**config.mk**
```make
export PLATFORM = sky130hd
export DESIGN_NAME = ext_int_ctrl_flat
export DESIGN_NICKNAME = d
export VERILOG_FILES = /design/src/rtl/ext_int_ctrl_if.sv /design/src/rtl/ext_int_ctrl.sv /design/src/flat_wrapper.sv
export SDC_FILE = /design/constraint.sdc
export NUM_CORES = 1
export LEC_CHECK = 0
export CAP_MARGIN = 10
export CORE_ASPECT_RATIO = 1.5
export CORE_MARGIN = 4
export CORE_UTILIZATION = 49
export CTS_CLUSTER_SIZE = 40
export DETAILED_ROUTE_END_ITERATION = 12
export PLACE_DENSITY_LB_ADDON = 0.3
export RECOVER_POWER = 25
export SETUP_SLACK_MARGIN = 0.2
export SLEW_MARGIN = 25
export SYNTH_ARGS = -nofsm -noshare
export SYNTH_HDL_FRONTEND = slang
export SYNTH_SLANG_ARGS = --single-unit
```
**constraint.sdc**
```tcl
create_clock -name clk -period 1.8 [get_ports clk]
set_input_delay 0.45 -clock clk [delete_from_list [all_inputs] [get_ports clk]]
set_output_delay 0.45 -clock clk [all_outputs]
set_load 0.01 [all_outputs]
```
**src/rtl/ext_int_ctrl_if.sv**
```systemverilog
// Interrupt handshake between the external interrupt controller and the
// CSR/trap logic. The controller is the master (it produces the request);
// the CSR array is the slave (it supplies enables and pipeline state).
interface ext_int_ctrl_if;
  logic       csr_meie;
  logic       csr_rmie;
  logic       stall;
  logic       int_block;
  logic       cmd_mret_ex;
  logic       g_interrupt;
  logic       g_interrupt_1shot;
  logic [1:0] g_interrupt_priv;
  logic       int_pending;
  logic [7:0] int_lost_cnt;

  modport master (
    input  csr_meie, csr_rmie, stall, int_block, cmd_mret_ex,
    output g_interrupt, g_interrupt_1shot, g_interrupt_priv,
           int_pending, int_lost_cnt
  );

  modport slave (
    output csr_meie, csr_rmie, stall, int_block, cmd_mret_ex,
    input  g_interrupt, g_interrupt_1shot, g_interrupt_priv,
           int_pending, int_lost_cnt
  );
endinterface

```
**src/rtl/ext_int_ctrl.sv**
```systemverilog
// Machine-mode external interrupt controller. Synchronizes the external
// request pin, latches it (edge or level), gates it with the CSR enables and
// pipeline state, and holds the handler active until mret, followed by a
// short holdoff window before another interrupt can be taken.
module ext_int_ctrl #(
  parameter int SYNC_STAGES = 2,
  parameter int EDGE_MODE   = 1,
  parameter int HOLDOFF     = 4
) (
  input  logic          clk,
  input  logic          rst_n,
  input  logic          int_req_pin,
  ext_int_ctrl_if.master bus
);

  typedef enum logic [1:0] {
    ST_IDLE   = 2'b00,
    ST_ACTIVE = 2'b01,
    ST_HOLD   = 2'b10
  } state_e;

  localparam logic [3:0] HOLD_LOAD = 4'(HOLDOFF - 1);

  logic [SYNC_STAGES-1:0] sync_r;
  logic                   req_s;
  logic                   pending_r;
  logic                   pending_nxt_s;
  logic [7:0]             lost_cnt_r;
  logic [7:0]             lost_nxt_s;
  state_e                 state_r;
  state_e                 state_nxt_s;
  logic [3:0]             cnt_r;
  logic [3:0]             cnt_nxt_s;
  logic                   take_s;
  logic                   g_int_r;
  logic                   shot_r;

  // Synchronizer chain for the asynchronous request pin.
  always_ff @(posedge clk or negedge rst_n) begin
    if (!rst_n) begin
      sync_r <= '0;
    end else begin
      sync_r <= {sync_r[SYNC_STAGES-2:0], int_req_pin};
    end
  end

  assign req_s = sync_r[SYNC_STAGES-1];

  // Only IDLE may take; the handler must be out of HOLD first.
  assign take_s = (state_r == ST_IDLE) & pending_r & bus.csr_meie &
                  bus.csr_rmie & ~bus.stall & ~bus.int_block;

  generate
    if (EDGE_MODE != 0) begin : g_edge
      logic req_d_r;
      logic rise_s;

      // Delayed copy of the synchronized request for rising-edge detection.
      always_ff @(posedge clk or negedge rst_n) begin
        if (!rst_n) begin
          req_d_r <= 1'b0;
        end else begin
          req_d_r <= req_s;
        end
      end

      assign rise_s = req_s & ~req_d_r;

      // Pending latch (a new edge beats the take-clear) and lost-edge counter.
      always_comb begin
        pending_nxt_s = pending_r;
        lost_nxt_s    = lost_cnt_r;
        if (rise_s) begin
          pending_nxt_s = 1'b1;
        end else if (take_s) begin
          pending_nxt_s = 1'b0;
        end else begin
          pending_nxt_s = pending_r;
        end
        if (rise_s & pending_r & ~take_s & (lost_cnt_r != 8'hFF)) begin
          lost_nxt_s = lost_cnt_r + 8'd1;
        end else begin
          lost_nxt_s = lost_cnt_r;
        end
      end
    end else begin : g_level
      // Level mode: pending simply follows the synchronized pin.
      always_comb begin
        pending_nxt_s = req_s;
        lost_nxt_s    = 8'd0;
      end
    end
  endgenerate

  // Pending and lost-edge registers.
  always_ff @(posedge clk or negedge rst_n) begin
    if (!rst_n) begin
      pending_r  <= 1'b0;
      lost_cnt_r <= 8'd0;
    end else begin
      pending_r  <= pending_nxt_s;
      lost_cnt_r <= lost_nxt_s;
    end
  end

  // Handler state machine: next state and holdoff counter.
  always_comb begin
    state_nxt_s = state_r;
    cnt_nxt_s   = cnt_r;
    case (state_r)
      ST_IDLE: begin
        if (take_s) begin
          state_nxt_s = ST_ACTIVE;
        end else begin
          state_nxt_s = ST_IDLE;
        end
      end
      ST_ACTIVE: begin
        if (bus.cmd_mret_ex & ~bus.stall) begin
          state_nxt_s = ST_HOLD;
          cnt_nxt_s   = HOLD_LOAD;
        end else begin
          state_nxt_s = ST_ACTIVE;
        end
      end
      ST_HOLD: begin
        if (cnt_r == 4'd0) begin
          state_nxt_s = ST_IDLE;
        end else begin
          cnt_nxt_s = cnt_r - 4'd1;
        end
      end
      default: begin
        state_nxt_s = ST_IDLE;
        cnt_nxt_s   = 4'd0;
      end
    endcase
  end

  // State and counter registers.
  always_ff @(posedge clk or negedge rst_n) begin
    if (!rst_n) begin
      state_r <= ST_IDLE;
      cnt_r   <= 4'd0;
    end else begin
      state_r <= state_nxt_s;
      cnt_r   <= cnt_nxt_s;
    end
  end

  // Registered handler-active level and one-cycle entry strobe.
  always_ff @(posedge clk or negedge rst_n) begin
    if (!rst_n) begin
      g_int_r <= 1'b0;
      shot_r  <= 1'b0;
    end else begin
      g_int_r <= (state_nxt_s == ST_ACTIVE);
      shot_r  <= take_s;
    end
  end

  assign bus.g_interrupt       = g_int_r;
  assign bus.g_interrupt_1shot = shot_r;
  assign bus.g_interrupt_priv  = 2'b11;
  assign bus.int_pending       = pending_r;
  assign bus.int_lost_cnt      = lost_cnt_r;

endmodule

```
**src/flat_wrapper.sv**
```systemverilog
// flat-port wrapper written by rule: the top's interface ports become plain ports
module ext_int_ctrl_flat 
#(
  parameter int SYNC_STAGES = 2,
  parameter int EDGE_MODE   = 1,
  parameter int HOLDOFF     = 4
)
  (clk, rst_n, int_req_pin, bus_csr_meie, bus_csr_rmie, bus_stall, bus_int_block, bus_cmd_mret_ex, bus_g_interrupt, bus_g_interrupt_1shot, bus_g_interrupt_priv, bus_int_pending, bus_int_lost_cnt);
  ext_int_ctrl_if bus_i ();
  input  logic clk;
  input  logic rst_n;
  input  logic int_req_pin;
  input wire logic [$bits(bus_i.csr_meie)-1:0] bus_csr_meie;
  input wire logic [$bits(bus_i.csr_rmie)-1:0] bus_csr_rmie;
  input wire logic [$bits(bus_i.stall)-1:0] bus_stall;
  input wire logic [$bits(bus_i.int_block)-1:0] bus_int_block;
  input wire logic [$bits(bus_i.cmd_mret_ex)-1:0] bus_cmd_mret_ex;
  output wire logic [$bits(bus_i.g_interrupt)-1:0] bus_g_interrupt;
  output wire logic [$bits(bus_i.g_interrupt_1shot)-1:0] bus_g_interrupt_1shot;
  output wire logic [$bits(bus_i.g_interrupt_priv)-1:0] bus_g_interrupt_priv;
  output wire logic [$bits(bus_i.int_pending)-1:0] bus_int_pending;
  output wire logic [$bits(bus_i.int_lost_cnt)-1:0] bus_int_lost_cnt;
  assign bus_i.csr_meie = bus_csr_meie;
  assign bus_i.csr_rmie = bus_csr_rmie;
  assign bus_i.stall = bus_stall;
  assign bus_i.int_block = bus_int_block;
  assign bus_i.cmd_mret_ex = bus_cmd_mret_ex;
  assign bus_g_interrupt = bus_i.g_interrupt;
  assign bus_g_interrupt_1shot = bus_i.g_interrupt_1shot;
  assign bus_g_interrupt_priv = bus_i.g_interrupt_priv;
  assign bus_int_pending = bus_i.int_pending;
  assign bus_int_lost_cnt = bus_i.int_lost_cnt;
  ext_int_ctrl #(.SYNC_STAGES(SYNC_STAGES), .EDGE_MODE(EDGE_MODE), .HOLDOFF(HOLDOFF)) u_core (.clk(clk), .rst_n(rst_n), .int_req_pin(int_req_pin), .bus(bus_i));
endmodule
```
==> metrics.md <==
| Metric | Value |
|---|---|
| DP Wirelength | `1440 um` |
| CTS Root Cell | `clkbuf_4` |
| R2R Setup Slk | `130 ps` |
| Uppermost routed layer | `met4` |
| Top-count cell post-synth | `dfrtp_1` |
| Min-Delay Path Class | `flop to flop` |
| DIE AREA | `2930 sq um` |
| Final setup vio count | `0` |
| Register area | `502 sq um` |
| Ys async rst share | `100%` |
| CTS buffer count | `3` |
| RSZ-0062 raised after global routing | `yes` |
| WL met1 | `963 um` |
| Critical Path RT | `a little under 2000 ps` |
| CTS Sinks | `20` |
| Vias post-DR | `just under 900` |
| Clock Path Buffers | `2` |
| IO Count | `21` |
| Core area | `approximately 2000 sq um` |
| Critical R2R Launch | `u_core.state_r[1]$_DFF_PN0_` |
| Routed wl met3 | `140 um` |
| Final worst slack | `129 ps` |
| Drt total wl | `2510 um` |
| Final TNS setup | `0 ps` |
| Multiplexer share of the synthesized area | `3.26%` |
| Worst r2r dst | `u_core.bus.int_lost_cnt[6]$_DFFE_PN0P_` |
| Fin. Hold Viols | `0` |
| WP buf/inv | `1` |
| Synth Area in Compound Gates | `12.7%` |
| Clock Skew | `11.2 ps` |
| Main combinational cell family by area after synthesis | `simple AND/OR/NAND/NOR gates` |
| Residual DRC | `0` |
| Post-synth top area share | `48.3%` |
| Most instantiated cells after synthesis | `20 x dfrtp_1, 9 x inv_1, 8 x o21ai_0` |
| Post-cts hold buffer count | `0` |
| Register clock-pin slew on the reported worst setup and hold paths | `120 ps` |
| Layout cells sized above 1 | `~36%` |
| Detailed Route Iter0 Violations | `31` |
| Syn avg cell area | `roughly 11 sq um` |
| Kind of critical path | `flop to flop` |
| Initial Utilization | `between 50% and 60%` |
| Synthesis Warnings | `0` |
| Worst-path fanout max | `6` |
| 1st-pass router iterations | `4` |
| Global-route wire length before repair | `3870 um` |
| Synthesis-stage register bit count | `20` |
| Vias/cell | `between 5 and 6` |
| Worst hold path depth | `0` |
| Pre-CTS setup slack | `-199 ps` |
| XOR/XNOR share of the synthesized area | `about 3.4%` |
| Ys flop type | `dfrtp_1` |
| Area Overhead vs Synth | `48.3%` |
| Relative slew slack | `a little over a quarter` |
| TritonCTS clock tree | `built` |
| Power Dens Cells | `943 nW/um^2` |
| Met2 WL post-DR | `1340 um` |
| Clock Latency Late Sink | `between 200 and 300 ps` |
| Max frequency | `between 0.5 and 0.6 GHz` |
| Chip width | `45.6 um` |
| Largest net degree at the start of global routing | `21` |
| Die height | `64.4 um` |
| Tcrit/Tclk final | `between 90 and 100%` |
| # rows | `20` |
| Slew @ Worst Pin | `1090 ps` |
| Post-synth EDFFs | `0` |
| Crit path launch type | `flop` |
| Slowest-stage cell, CP | `dfrtp_1` |
| Layout Utilization | `~76%` |
| Post-DR wirelength/cell | `15.6 um` |
| Synth Area in Adders | `about 8.4%` |
| Area leader, netlist | `dfrtp_1` |
| Antenna diodes | `0` |
| Htree depth | `1` |
| Crit-path leading delay family | `flip-flops` |
| Critical Path Sink Type | `flop` |
| CP cell instances | `inv_2 > ha_4 > nand4b_4 > o2111ai_4 > nor3_2 > mux2_1` |
| Input/output buffers | `18` |
| Max cap viols | `0` |
| Sequential fraction of the synthesis area | `48.3%` |
| Fin. max-slew vios | `0` |
| Routed Antenna Nets | `0` |
| Min Clock Period, post-route | `1670 ps` |
| Distinct cells, synth | `29` |
| CP peak stage delay | `between 400 and 500 ps` |
| Synth top area cells | `dfrtp_1 48%, ha_1 8.4%, o21ai_0 3.9%` |
| GPL Wtd Cong | `0.798` |
| Gr ovfl total | `0` |
| Hold Path Origin | `u_core.sync_r[0]$_DFF_PN0_` |
| Hold endpoint | `u_core.sync_r[1]$_DFF_PN0_` |
| Nets | `155` |
| Area taken by multi-input logic gates | `594 sq um` |
| Total power draw | `0.00145 W` |
| Simple-Gate Fraction of Synth Area | `18.9%` |
| Total track usage | `18.2%` |
| Maximum VDD drop | `~840 uV` |
| FILL cells | `126` |
| Initial antenna violation count | `0` |
| R2R depth | `6` |
| Vias in the first global route | `913` |
| Arr. time, crit path | `between 1500 and 2000 ps` |
| Mapped Cells | `96` |
| Status | `complete, no violations` |
| Post-synthesis cell area | `1040 sq um` |
| Static Leak | `between 0.7 and 0.8 nW` |
-- how the worst max path moves through the flow --
stage | start | to | slack (ps) | cells after the start
2_1_floorplan | u_core.state_r[0]$_DFF_PN0_ | u_core.bus.int_lost_cnt[1]$_DFFE_PN0P_ | 220 | 6
3_3_place_gp | bus_stall | u_core.bus.int_lost_cnt[6]$_DFFE_PN0P_ | -140 | 5
3_5_place_dp | bus_stall | u_core.bus.int_lost_cnt[6]$_DFFE_PN0P_ | -200 | 5
4_1_cts | u_core.bus.int_pending$_DFFE_PN0P_ | bus_int_pending | 50 | 1
5_1_grt | rst_n | u_core.bus.int_pending$_DFFE_PN0P_ | 50 | 2
6_report | u_core.state_r[1]$_DFF_PN0_ | u_core.bus.int_lost_cnt[6]$_DFFE_PN0P_ | 130 | 6
-- layer usage --
layer | vias to the layer above | global-route usage [%]
li1 | 412 | -
met1 | 425 | 19.3
met4 | 0 | 11.0
met5 | - | 0
met2 | 37 | 31.3
met3 | 6 | 3.38
-- metrics by stage --
stage | hold WS [ps] | instances | area, sq um
after floorplan | 154 | 97 | 1040
after global placement | 346 | 140 | 1270
after detailed placement | 338 | 140 | 1270
after CTS | 373 | 157 | 1420
after global routing | 395 | 161 | 1540
final | 375 | 161 | 1540
-- cells in the final DEF (no fill, tap or decap), types with 2 or more instances in the layout --
master,count
mux2_1,2
buf_6,4
o21ai_1,4
nand4_1,2
nor3_2,2
ha_4,3
clkbuf_4,3
o21ai_0,6
clkdlybuf4s50_1,4
nor3b_4,2
nor2_1,5
nor2_4,2
o21ba_2,2
nand2_1,6
dfrtp_1,19
ha_1,3
xor2_1,4
inv_1,4
inv_2,5
dlygate4sd2_1,12
conb_1,2
buf_4,17
nand2b_1,3
-- where the power goes --
part | total, W | internal (W) | switching [W]
sequential | 0.000574 | 0.000528 | 0.0000454
combinational | 0.000618 | 0.000316 | 0.000302
clock | 0.000258 | 0.000123 | 0.000135
total | 0.00145 | 0.000967 | 0.000482
-- sequential cells by signal, summed over array words and instances (netlist names) --
register,cells
u_core.bus.int_lost_cnt,8
u_core.cnt_r,4
u_core.state_r,2
u_core.sync_r,2
u_core.bus.g_interrupt,1
u_core.bus.g_interrupt_1shot,1
u_core.bus.int_pending,1
u_core.g_edge.req_d_r,1
-- cell families after synthesis --
logic type / count (synthesis)
mux: 3
simple gates: 33
buf+inv: 11
compound gates: 17
flops: 20
xor+xnor: 4
fa+ha+maj: 7
other cells: 1
-- cell type report --
class	instances	area share [%]
inverter	9	2.20
sequential	20	32.6
tap	22	1.79
timing repair buffer	40	22.4
clock buffer	4	2.36
multi-input combinational	66	38.6
-- timing repair --
action / in CTS / in global routing
buffers inserted: 13 / 4
setup endpoints to repair: 21 / 15
gates resized for setup: 20 / 26
pin swaps: 3 / 7
hold endpoints to repair: 0 / 0
(Power assumes the default switching activity.)
